File: config.mk
export PLATFORM = sky130hd
export DESIGN_NAME = mux4_rr_sequencer_flat
export DESIGN_NICKNAME = d
export VERILOG_FILES = /design/src/rtl/mux4_rr_sequencer_if.sv /design/src/rtl/mux4_rr_sequencer.sv /design/src/flat_wrapper.sv
export SDC_FILE = /design/constraint.sdc
export NUM_CORES = 1
export LEC_CHECK = 0
export CAP_MARGIN = 5
export CORE_MARGIN = 4
export CORE_UTILIZATION = 40
export CTS_BUF_LIST = sky130_fd_sc_hd__clkbuf_4
export CTS_CLUSTER_DIAMETER = 200
export DETAILED_ROUTE_END_ITERATION = 12
export PLACE_DENSITY = 0.71
export REMOVE_ABC_BUFFERS = 1
export SLEW_MARGIN = 20
export SYNTH_ARGS = -nofsm -noshare
export SYNTH_HDL_FRONTEND = slang
export SYNTH_SLANG_ARGS = --single-unit
export TNS_END_PERCENT = 5
File: constraint.sdc
create_clock -name clk -period 5.9 [get_ports clk]
set_clock_uncertainty 0.15 [all_clocks]
set_input_delay 0.885 -clock clk [delete_from_list [all_inputs] [get_ports clk]]
set_output_delay 0.885 -clock clk [all_outputs]
set_load 0.02 [all_outputs]
File: src/rtl/mux4_rr_sequencer_if.sv
// Handshake bundle between the round-robin sequencer and its request/consumer side.
// MUX4_RR_LOCK_EN adds the burst-lock input.
interface mux4_rr_sequencer_if;
    logic [3:0] req;
    logic       ready;
    logic [1:0] sel;
    logic [3:0] grant;
    logic       valid;
    logic       last;
`ifdef MUX4_RR_LOCK_EN
    logic       lock;

    modport master (output req, ready, lock, input sel, grant, valid, last);
    modport slave  (input req, ready, lock, output sel, grant, valid, last);
`else
    modport master (output req, ready, input sel, grant, valid, last);
    modport slave  (input req, ready, output sel, grant, valid, last);
`endif
endinterface

File: src/rtl/mux4_rr_sequencer.sv
// Round-robin arbiter driving the select of a 4-to-1 mux, with bursts of HOLD_BEATS beats.
// Define MUX4_RR_LOCK_EN to add the lock input that holds a grant past its final beat.
module mux4_rr_sequencer #(
    parameter int unsigned HOLD_BEATS = 4
) (
    input logic                  clk,
    input logic                  rst_n,
    mux4_rr_sequencer_if.slave   bus
);

    typedef enum logic {StIdle, StBusy} state_e;

    localparam logic [7:0] LastBeat = 8'(HOLD_BEATS - 1);

    state_e     state_q, state_d;
    logic [1:0] ptr_q, ptr_d;
    logic [7:0] cnt_q, cnt_d;
    logic [1:0] sel_q, sel_d;
    logic [3:0] grant_q, grant_d;
    logic       valid_q, valid_d;
    logic       last_q, last_d;

    logic       accept;
    logic       drop;
    logic       done;
    logic       lock_hold;
    logic [1:0] ptr_nxt;

    // First requester at or after p, wrapping modulo 4.
    function automatic logic [1:0] pick(input logic [3:0] r, input logic [1:0] p);
        logic [1:0] k;
        logic [1:0] res;
        res = p;
        for (int i = 3; i >= 0; i--) begin
            k = p + 2'(i);
            if (r[k]) res = k;
        end
        return res;
    endfunction

`ifdef MUX4_RR_LOCK_EN
    assign lock_hold = bus.lock;
`else
    assign lock_hold = 1'b0;
`endif

    assign accept  = valid_q && bus.ready;
    assign drop    = !bus.req[sel_q];
    assign done    = accept && (cnt_q == LastBeat) && !lock_hold;
    assign ptr_nxt = sel_q + 2'd1;

    always_comb begin
        state_d = state_q;
        ptr_d   = ptr_q;
        cnt_d   = cnt_q;
        sel_d   = sel_q;
        unique case (state_q)
            StIdle: begin
                if (bus.req != 4'b0000) begin
                    sel_d   = pick(bus.req, ptr_q);
                    cnt_d   = 8'd0;
                    state_d = StBusy;
                end
            end
            StBusy: begin
                if (drop || done) begin
                    ptr_d = ptr_nxt;
                    cnt_d = 8'd0;
                    if (bus.req != 4'b0000) begin
                        sel_d = pick(bus.req, ptr_nxt);
                    end else begin
                        state_d = StIdle;
                    end
                end else if (accept && (cnt_q != LastBeat)) begin
                    cnt_d = cnt_q + 8'd1;
                end
            end
            default: state_d = StIdle;
        endcase
        valid_d = (state_d == StBusy);
        grant_d = valid_d ? (4'b0001 << sel_d) : 4'b0000;
        last_d  = valid_d && (cnt_d == LastBeat);
    end

    always_ff @(posedge clk) begin
        if (!rst_n) begin
            state_q <= StIdle;
            ptr_q   <= 2'd0;
            cnt_q   <= 8'd0;
            sel_q   <= 2'd0;
            grant_q <= 4'b0000;
            valid_q <= 1'b0;
            last_q  <= 1'b0;
        end else begin
            state_q <= state_d;
            ptr_q   <= ptr_d;
            cnt_q   <= cnt_d;
            sel_q   <= sel_d;
            grant_q <= grant_d;
            valid_q <= valid_d;
            last_q  <= last_d;
        end
    end

    assign bus.sel   = sel_q;
    assign bus.grant = grant_q;
    assign bus.valid = valid_q;
    assign bus.last  = last_q;

endmodule

File: src/flat_wrapper.sv
// flat-port wrapper written by rule: the top's interface ports become plain ports
module mux4_rr_sequencer_flat 
#(
    parameter int unsigned HOLD_BEATS = 4
)
  (clk, rst_n, bus_req, bus_ready, bus_sel, bus_grant, bus_valid, bus_last);
  mux4_rr_sequencer_if bus_i ();
  input logic clk;
  input logic rst_n;
  input wire logic [$bits(bus_i.req)-1:0] bus_req;
  input wire logic [$bits(bus_i.ready)-1:0] bus_ready;
  output wire logic [$bits(bus_i.sel)-1:0] bus_sel;
  output wire logic [$bits(bus_i.grant)-1:0] bus_grant;
  output wire logic [$bits(bus_i.valid)-1:0] bus_valid;
  output wire logic [$bits(bus_i.last)-1:0] bus_last;
  assign bus_i.req = bus_req;
  assign bus_i.ready = bus_ready;
  assign bus_sel = bus_i.sel;
  assign bus_grant = bus_i.grant;
  assign bus_valid = bus_i.valid;
  assign bus_last = bus_i.last;
  mux4_rr_sequencer #(.HOLD_BEATS(HOLD_BEATS)) u_core (.clk(clk), .rst_n(rst_n), .bus(bus_i));
endmodule
==> flow_summary.ini, run 1 <==
[global_routing]
gr-total-overflow = 0
grt_util_met3_pct = 2.70
grt_first_pass_wirelength_mm = 5.14
grt_pass1_vias = 1114
grt_max_degree = 17
busiest_layer = met2
antenna_found_initial = 0
grt.met2_usage_pct = 24.9
gr-usage-met1_pct = 20.5
track_usage_pct = 15.5

[finish]
fillers = 273
final_core_util_pct = 48.5
final_cell_count_no_fill = 189
syn2layout_area_growth_pct = 14.0
drive_gt1_share_pct = 10.8
nets = 167
diodes = 0

[logic_synthesis]
synth_warnings = 0
ys_top_cells_by_area = dfxtp_1, nand2_1, nor2_1
yosys-top-cells-count = dfxtp_1, nand2_1, nor2_1, clkbuf_1, nor3_1
synth-edff-count = 0
synth_cell_types = 47
synth_top_area_share_pct = 30.4
syn_avg_cell_area_um2 = 7.89
ys_seq_area_share_pct = 30.4
syn_area_um2 = 1180
synth_cells = 150
ys.flop_type = dfxtp_1
ys_ff_latch = 18
synth.largest_area_cell = dfxtp_1
async_reset_ff_share_pct = 0

[critical_path]
crit_top_cell = o41a_1
crit_slowest_cell = clkdlybuf4s50_1
setup.worst_path.end_class = register
cp_data_required_time_ns = 5.98
critical_path.cell_chain = clkdlybuf4s50_1, mux4_2, o41a_1, o41a_1, o21ai_2, nor3b_2
path_max_fanout = 11
critical-path-max-stage-delay_ns = 0.62
critPathTopFamily = compound AO/OA/AOI/OAI gates
worstPathArrival_ns = 3.05
start_kind = primary input
critPathBufInv = 1
worstSetupPathType = in2reg

[pwr]
peakVddDrop_v = 0.000146
intPower_mw = 0.188
power-per-cell-area_nw_per_um2 = 206
combinationalPowerShare_pct = 26.9
clock_power_share_pct = 24.0
swShare_pct = 32.6
p_seq_share_pct = 49.1
switchingPower_mw = 0.0905
totalPowerFinal_mw = 0.278
power_leakage_nw = 0.489

[floorplan]
initial_core_util_pct = 42.6
die_h_um = 62.4
core_area_um2 = 2780
rows = 19
ios = 15
dieArea_um2 = 3890
dieWidth_um = 62.4

[cts]
worstSkewPairLatency_ns = 0.30
cts_max_path_buffers = 2
cts_resized = 0
postCtsHoldBufs = 0
cts-buffers-inserted = 3
h-tree-depth = 1
cts_root_buffer = clkbuf_4
post_cts.repair.setup_buffers = 0
cts_sinks = 18
cts_tree = done
clkTransAtPathRegs_ns = 0.12

[sta]
fin_crit_ns = 2.97
setup_viol = 0
fin_crit_sh_pct = 50.3
timing.final.hold_violations = 0
slew_headroom_pct = 66.2
tns_ns = 0
tightest_slew_ns = 0.507
holdWs_ns = 0.385
maxSlewViolCount = 0
fmax_ghz = 0.337
rsz0062_at_grt = no

[route]
drc = 0
final_antenna_net_count = 0
num_vias = 1153
viasPerCell = 6.10
routed_wl_mm = 2.85
dr.pass1.iters = 4
drt_iter0_drc = 60
wire_per_inst_um = 15.1

[run_status]
status = complete, no violations

[place]
place.detailed.hpwl_mm = 2.13
place.gp.congestion = 0.969
post-place-cells = 185
portBuffers = 14

[min_path]
min_path_type = reg2reg

[run]
drv_cap = 0
placed cells by master (no fill, tap or decap), types with 2 or more instances in the layout:
master,n
nor4_1,3
nand2_1,18
a2111oi_0,2
nor2_1,14
and4_1,2
clkdlybuf4s50_1,14
nand2b_1,6
and3_1,4
inv_1,6
xor2_1,2
dfxtp_1,18
a21oi_1,5
nor2b_1,3
nand3_1,2
o21ai_0,6
clkbuf_4,3
mux2i_1,4
o21bai_1,2
o21a_1,2
o41a_1,2
nor3_1,8
or2_2,3
o221a_2,4
path summary, 6_finish.rpt:
kind	from	endpoint	slack, ns	cells past startpoint
max	bus_req[2]	u_core.bus.grant[3]	2.93	6
min	u_core.cnt_q[1]	u_core.cnt_q[1]	0.39	2
max reg2reg	u_core.state_q	u_core.bus.grant[3]	3.52	5
min reg2reg	u_core.cnt_q[1]	u_core.cnt_q[1]	0.39	2
worst register-to-register path: stages, from the launching register on:
cell     delay, ns
dfxtp_1       0.65
nand3_1       0.21
o41a_1        0.48
o41a_1        0.44
o21ai_2       0.19
nor3b_2       0.19
power groups by stage:
stage                     sequential [mW]  clock, mW  combinational [mW]
after floorplan                     0.144          0              0.0405
after global placement              0.139          0              0.0719
after detailed placement            0.139          0              0.0743
after CTS                           0.137     0.0688              0.0746
after global routing                0.138     0.0750              0.0826
final                               0.137     0.0667              0.0748
state kept, by name, indices dropped and copies added (netlist names):
register          count
u_core.cnt_q          8
u_core.bus.grant      4
u_core.bus.sel        2
u_core.ptr_q          2
u_core.bus.last       1
u_core.state_q        1
final cells by class:
class	count	area (um^2)	area share, %
multi-input combinational	116	761	56.4
clock buffer	3	22.5	1.67
clock inverter	1	3.75	0.278
timing repair buffer	14	140	10.4
inverter	6	22.5	1.67
sequential	18	360	26.7
tap	31	38.8	2.88
per-stage QoR:
stage          setup slack (ns)  instance area, um^2
5_1_grt                    2.82                 1350
3_5_place_dp               2.64                 1320
3_3_place_gp               2.72                 1320
4_1_cts                    2.96                 1350
6_report                   2.93                 1350
2_1_floorplan              3.44                 1140
routing by layer:
| layer | up-vias | part of all wire, % |
|---|---|---|
| met3 | 4 | 5.2 |
| met2 | 35 | 47 |
| li1 | 564 | - |
| met5 | - | 0 |
| met4 | 0 | 1.1 |
| met1 | 550 | 46 |
cells by family after synthesis:
| kind of cell | after synthesis | synth area share, % |
|---|---|---|
| xor+xnor | 2 | 1.48 |
| simple gates | 70 | 31.1 |
| buf+inv | 16 | 5.29 |
| flops | 18 | 30.4 |
| fa+ha+maj | 1 | 1.06 |
| mux | 6 | 6.24 |
| compound gates | 37 | 24.4 |
Note: power is estimated with default switching activity, not from simulation.
==> run 2, diff against run 1 <==
==> constraint.sdc (replaced) <==
create_clock -name clk -period 2.8 [get_ports clk]
set_clock_uncertainty 0.15 [all_clocks]
set_input_delay 0.42 -clock clk [delete_from_list [all_inputs] [get_ports clk]]
set_output_delay 0.42 -clock clk [all_outputs]
set_load 0.02 [all_outputs]
==> flow_summary.ini, run 2 (synthesis results as in run 1) <==
[run_status]
status = complete, no violations

[critical_path]
worstSetupPathType = in2reg
path_max_fanout = 10
worstPathArrival_ns = 2.47
setup.worst_path.end_class = register
start_kind = primary input
cp_data_required_time_ns = 2.87

[route]
drc = 0
final_antenna_net_count = 0
num_vias = 1161
dr.pass1.iters = 4
routed_wl_mm = 2.91
wire_per_inst_um = 15.1
drt_iter0_drc = 53
viasPerCell = 6.02

[pwr]
peakVddDrop_v = 0.000386
power-per-cell-area_nw_per_um2 = 427
power_leakage_nw = 0.508

[cts]
h-tree-depth = 1
worstSkewPairLatency_ns = 0.30
postCtsHoldBufs = 0
cts_root_buffer = clkbuf_4
post_cts.repair.setup_buffers = 0
cts_sinks = 18
clkTransAtPathRegs_ns = 0.10
cts_max_path_buffers = 2
cts_resized = 0
cts-buffers-inserted = 3
cts_tree = done

[sta]
fmax_ghz = 0.418
slew_headroom_pct = 67.6
tns_ns = 0
fin_crit_ns = 2.39
fin_crit_sh_pct = 85.4
setup_viol = 0
tightest_slew_ns = 0.485
worst_slack_ns = 0.408
timing.final.hold_violations = 0
maxSlewViolCount = 0
rsz0062_at_grt = no

[floorplan]
die_h_um = 62.4
core_area_um2 = 2780
ios = 15
dieWidth_um = 62.4
initial_core_util_pct = 42.6
dieArea_um2 = 3890
rows = 19

[run]
drv_cap = 0

[place]
place.gp.congestion = 0.860
place.detailed.hpwl_mm = 2.22
portBuffers = 14
dpl_cell_area_um2 = 1350
pre_cts_ws_ns = 0.0705

[global_routing]
gr-total-overflow = 0
antenna_found_initial = 0
grt_max_degree = 17
track_usage_pct = 15.7
grt_first_pass_wirelength_mm = 5.04
grt_pass1_vias = 1084

[finish]
syn2layout_area_growth_pct = 16.5
layout_common_cells = nand2_1, dfxtp_1, nor2_1, clkdlybuf4s50_1, nor3_1
stdcell_area_um2 = 1380
largest_register_ffs = 8
fillers = 267
nets = 171
diodes = 0
top_register = u_core.cnt_q
drive_gt1_share_pct = 13.0

[min_path]
min_path_type = reg2reg
[run 2: through the flow]
stage                     hold WS, ns  std cells  total power [mW]  util [%]
after floorplan                 0.325        140             0.389         -
after global placement          0.351        189             0.452      48.6
after detailed placement        0.360        189             0.458      48.6
after CTS                       0.375        193             0.594      49.6
after global routing            0.415        193             0.624      49.6
final                           0.375        193             0.589      49.6
[run 2: layout make-up]
class | instances | area (um^2) | share of cell area (%)
clock buffers | 3 | 22.5 | 1.63
repair buffers | 18 | 170 | 12.3
flip-flops and latches | 18 | 360 | 26.1
clock inverters | 1 | 3.75 | 0.272
inverters | 6 | 22.5 | 1.63
multi-input cells | 116 | 761 | 55.2
well taps | 31 | 38.8 | 2.81
[run 2: critical path, stage by stage]
cell             delay (ns)
clkdlybuf4s50_1        0.47
buf_4                  0.20
or4_1                  0.59
nand2_1                0.12
nor2_1                 0.06
mux2i_1                0.37
nor3b_1                0.22
[run 2: final timing paths]
check | from | endpoint | slack [ns] | cells past startpoint
worst max-delay path | bus_req[3] | u_core.bus.grant[0] | 0.41 | 7
worst min-delay path | u_core.cnt_q[1] | u_core.cnt_q[1] | 0.38 | 2
worst max register to register | u_core.state_q | u_core.bus.grant[3] | 0.41 | 5
worst min register to register | u_core.cnt_q[1] | u_core.cnt_q[1] | 0.38 | 2
[run 2: power by group]
group / total (mW) / internal, mW / leakage [nW] / switching (mW)
registers: 0.289 / 0.270 / 0.147 / 0.0190
clock network: 0.136 / 0.0520 / 0.0154 / 0.0843
logic: 0.164 / 0.0767 / 0.346 / 0.0870
[run 2: routing by layer]
layer	vias up	track usage, %	part of all wire, %
met1	536	19.4	43
met5	-	0	0
met3	11	4.50	5.7
met2	42	25.5	49
li1	572	-	-
met4	0	6.37	2.8
==> run 3, diff against run 2 <==
--- a/config.mk
+++ b/config.mk
@@ -8,8 +8,6 @@
 export CAP_MARGIN = 5
 export CORE_MARGIN = 4
 export CORE_UTILIZATION = 40
-export CTS_BUF_LIST = sky130_fd_sc_hd__clkbuf_4
-export CTS_CLUSTER_DIAMETER = 200
 export DETAILED_ROUTE_END_ITERATION = 12
 export PLACE_DENSITY = 0.71
 export REMOVE_ABC_BUFFERS = 1
==> flow_summary.ini, run 3 (synthesis results as in run 1) <==
[run_status]
status = complete, no violations

[cts]
cts-buffers-inserted = 3
postCtsHoldBufs = 0
clkTransAtPathRegs_ns = 0.10
cts_tree = done
cts_resized = 0
cts_max_path_buffers = 2
cts_root_buffer = clkbuf_4
cts_sinks = 18
post_cts.repair.setup_buffers = 0
h-tree-depth = 1
worstSkewPairLatency_ns = 0.29

[finish]
nets = 171
final_cell_count_no_fill = 193
syn2layout_area_growth_pct = 17.3
multi_input_area_um2 = 761
final_core_util_pct = 49.9
top_register = u_core.cnt_q
drive_gt1_share_pct = 13.6
fillers = 269
largest_register_ffs = 8
diodes = 0
layout_common_cells = nand2_1, dfxtp_1, nor2_1, clkdlybuf4s50_1, nor3_1
final-seq-area_um2 = 360
stdcell_area_um2 = 1390

[route]
num_vias = 1175
drc = 0
routed_wl_mm = 2.94
drt_iter0_drc = 65
wire_per_inst_um = 15.2
dr.pass1.iters = 5
viasPerCell = 6.09
final_antenna_net_count = 0

[global_routing]
grt_max_degree = 17
track_usage_pct = 15.5
antenna_found_initial = 0
gr-total-overflow = 0
grt_pass1_vias = 1092
grt_first_pass_wirelength_mm = 5.01

[pwr]
p_seq_share_pct = 47.2
switchingPower_mw = 0.187
power_leakage_nw = 0.514
peakVddDrop_v = 0.000389
intPower_mw = 0.426
combinationalPowerShare_pct = 26.7
clock_power_share_pct = 26.1
power-per-cell-area_nw_per_um2 = 442
swShare_pct = 30.5

[sta]
rsz0062_at_grt = no
worst_slack_ns = 0.395
slew_headroom_pct = 66.6
tightest_slew_ns = 0.501
fin_crit_ns = 2.40
fmax_ghz = 0.416
maxSlewViolCount = 0
tns_ns = 0
timing.final.hold_violations = 0
setup_viol = 0
fin_crit_sh_pct = 85.9

[floorplan]
ios = 15
core_area_um2 = 2780
dieArea_um2 = 3890
initial_core_util_pct = 42.6
die_h_um = 62.4
rows = 19
dieWidth_um = 62.4

[critical_path]
cp_data_required_time_ns = 2.86
setup.worst_path.end_class = register
path_max_fanout = 10
start_kind = primary input
r2r_start = u_core.state_q
worstPathArrival_ns = 2.47
crit_start = bus_req[3]
worstSetupPathType = in2reg

[place]
place.detailed.hpwl_mm = 2.22
pre_cts_ws_ns = 0.0705
post-place-cells = 189
dpl_cell_area_um2 = 1350
place.gp.congestion = 0.860
portBuffers = 14

[min_path]
min-delay-start = u_core.cnt_q[1]
min_path_type = reg2reg

[run]
drv_cap = 0
## run 3: power by group through the flow
| stage | registers [mW] | logic [mW] | clock network (mW) |
|---|---|---|---|
| 2_1_floorplan | 0.303 | 0.0854 | 0 |
| 3_3_place_gp | 0.294 | 0.157 | 0 |
| 3_5_place_dp | 0.294 | 0.164 | 0 |
| 4_1_cts | 0.289 | 0.164 | 0.166 |
| 5_1_grt | 0.292 | 0.178 | 0.178 |
| 6_report | 0.289 | 0.164 | 0.160 |
## run 3: final timing paths
check	to	slack, ns	cells after the start
setup / recovery	u_core.bus.grant[0]	0.40	7
hold reg to reg	u_core.cnt_q[1]	0.37	2
setup reg to reg	u_core.bus.grant[3]	0.40	5
hold / removal	u_core.cnt_q[1]	0.37	2
## run 3: routing by layer
metal	global-route usage (%)	part of all wire, %	up-vias
met1	19.1	43	548
met2	25.8	49	45
met3	4.50	6.2	8
met5	0	0	-
li1	-	-	574
met4	4.77	2.2	0
## run 3: metrics by stage
step,hold slack [ns],total power [mW]
after floorplan,0.325,0.389
after global placement,0.351,0.452
after detailed placement,0.360,0.458
after CTS,0.375,0.619
after global routing,0.415,0.648
final,0.375,0.614
## run 3: critical path: stages
cell and delay (ns):
clkdlybuf4s50_1 0.48, buf_4 0.20, or4_1 0.59, nand2_1 0.12, nor2_1 0.06, mux2i_1 0.37, nor3b_1 0.22
## run 3: final cells by class
type	instances	area share (%)
tap	31	2.79
timing repair buffer	18	12.3
inverter	6	1.62
clock buffer	4	2.61
sequential	18	25.9
multi-input combinational	116	54.8
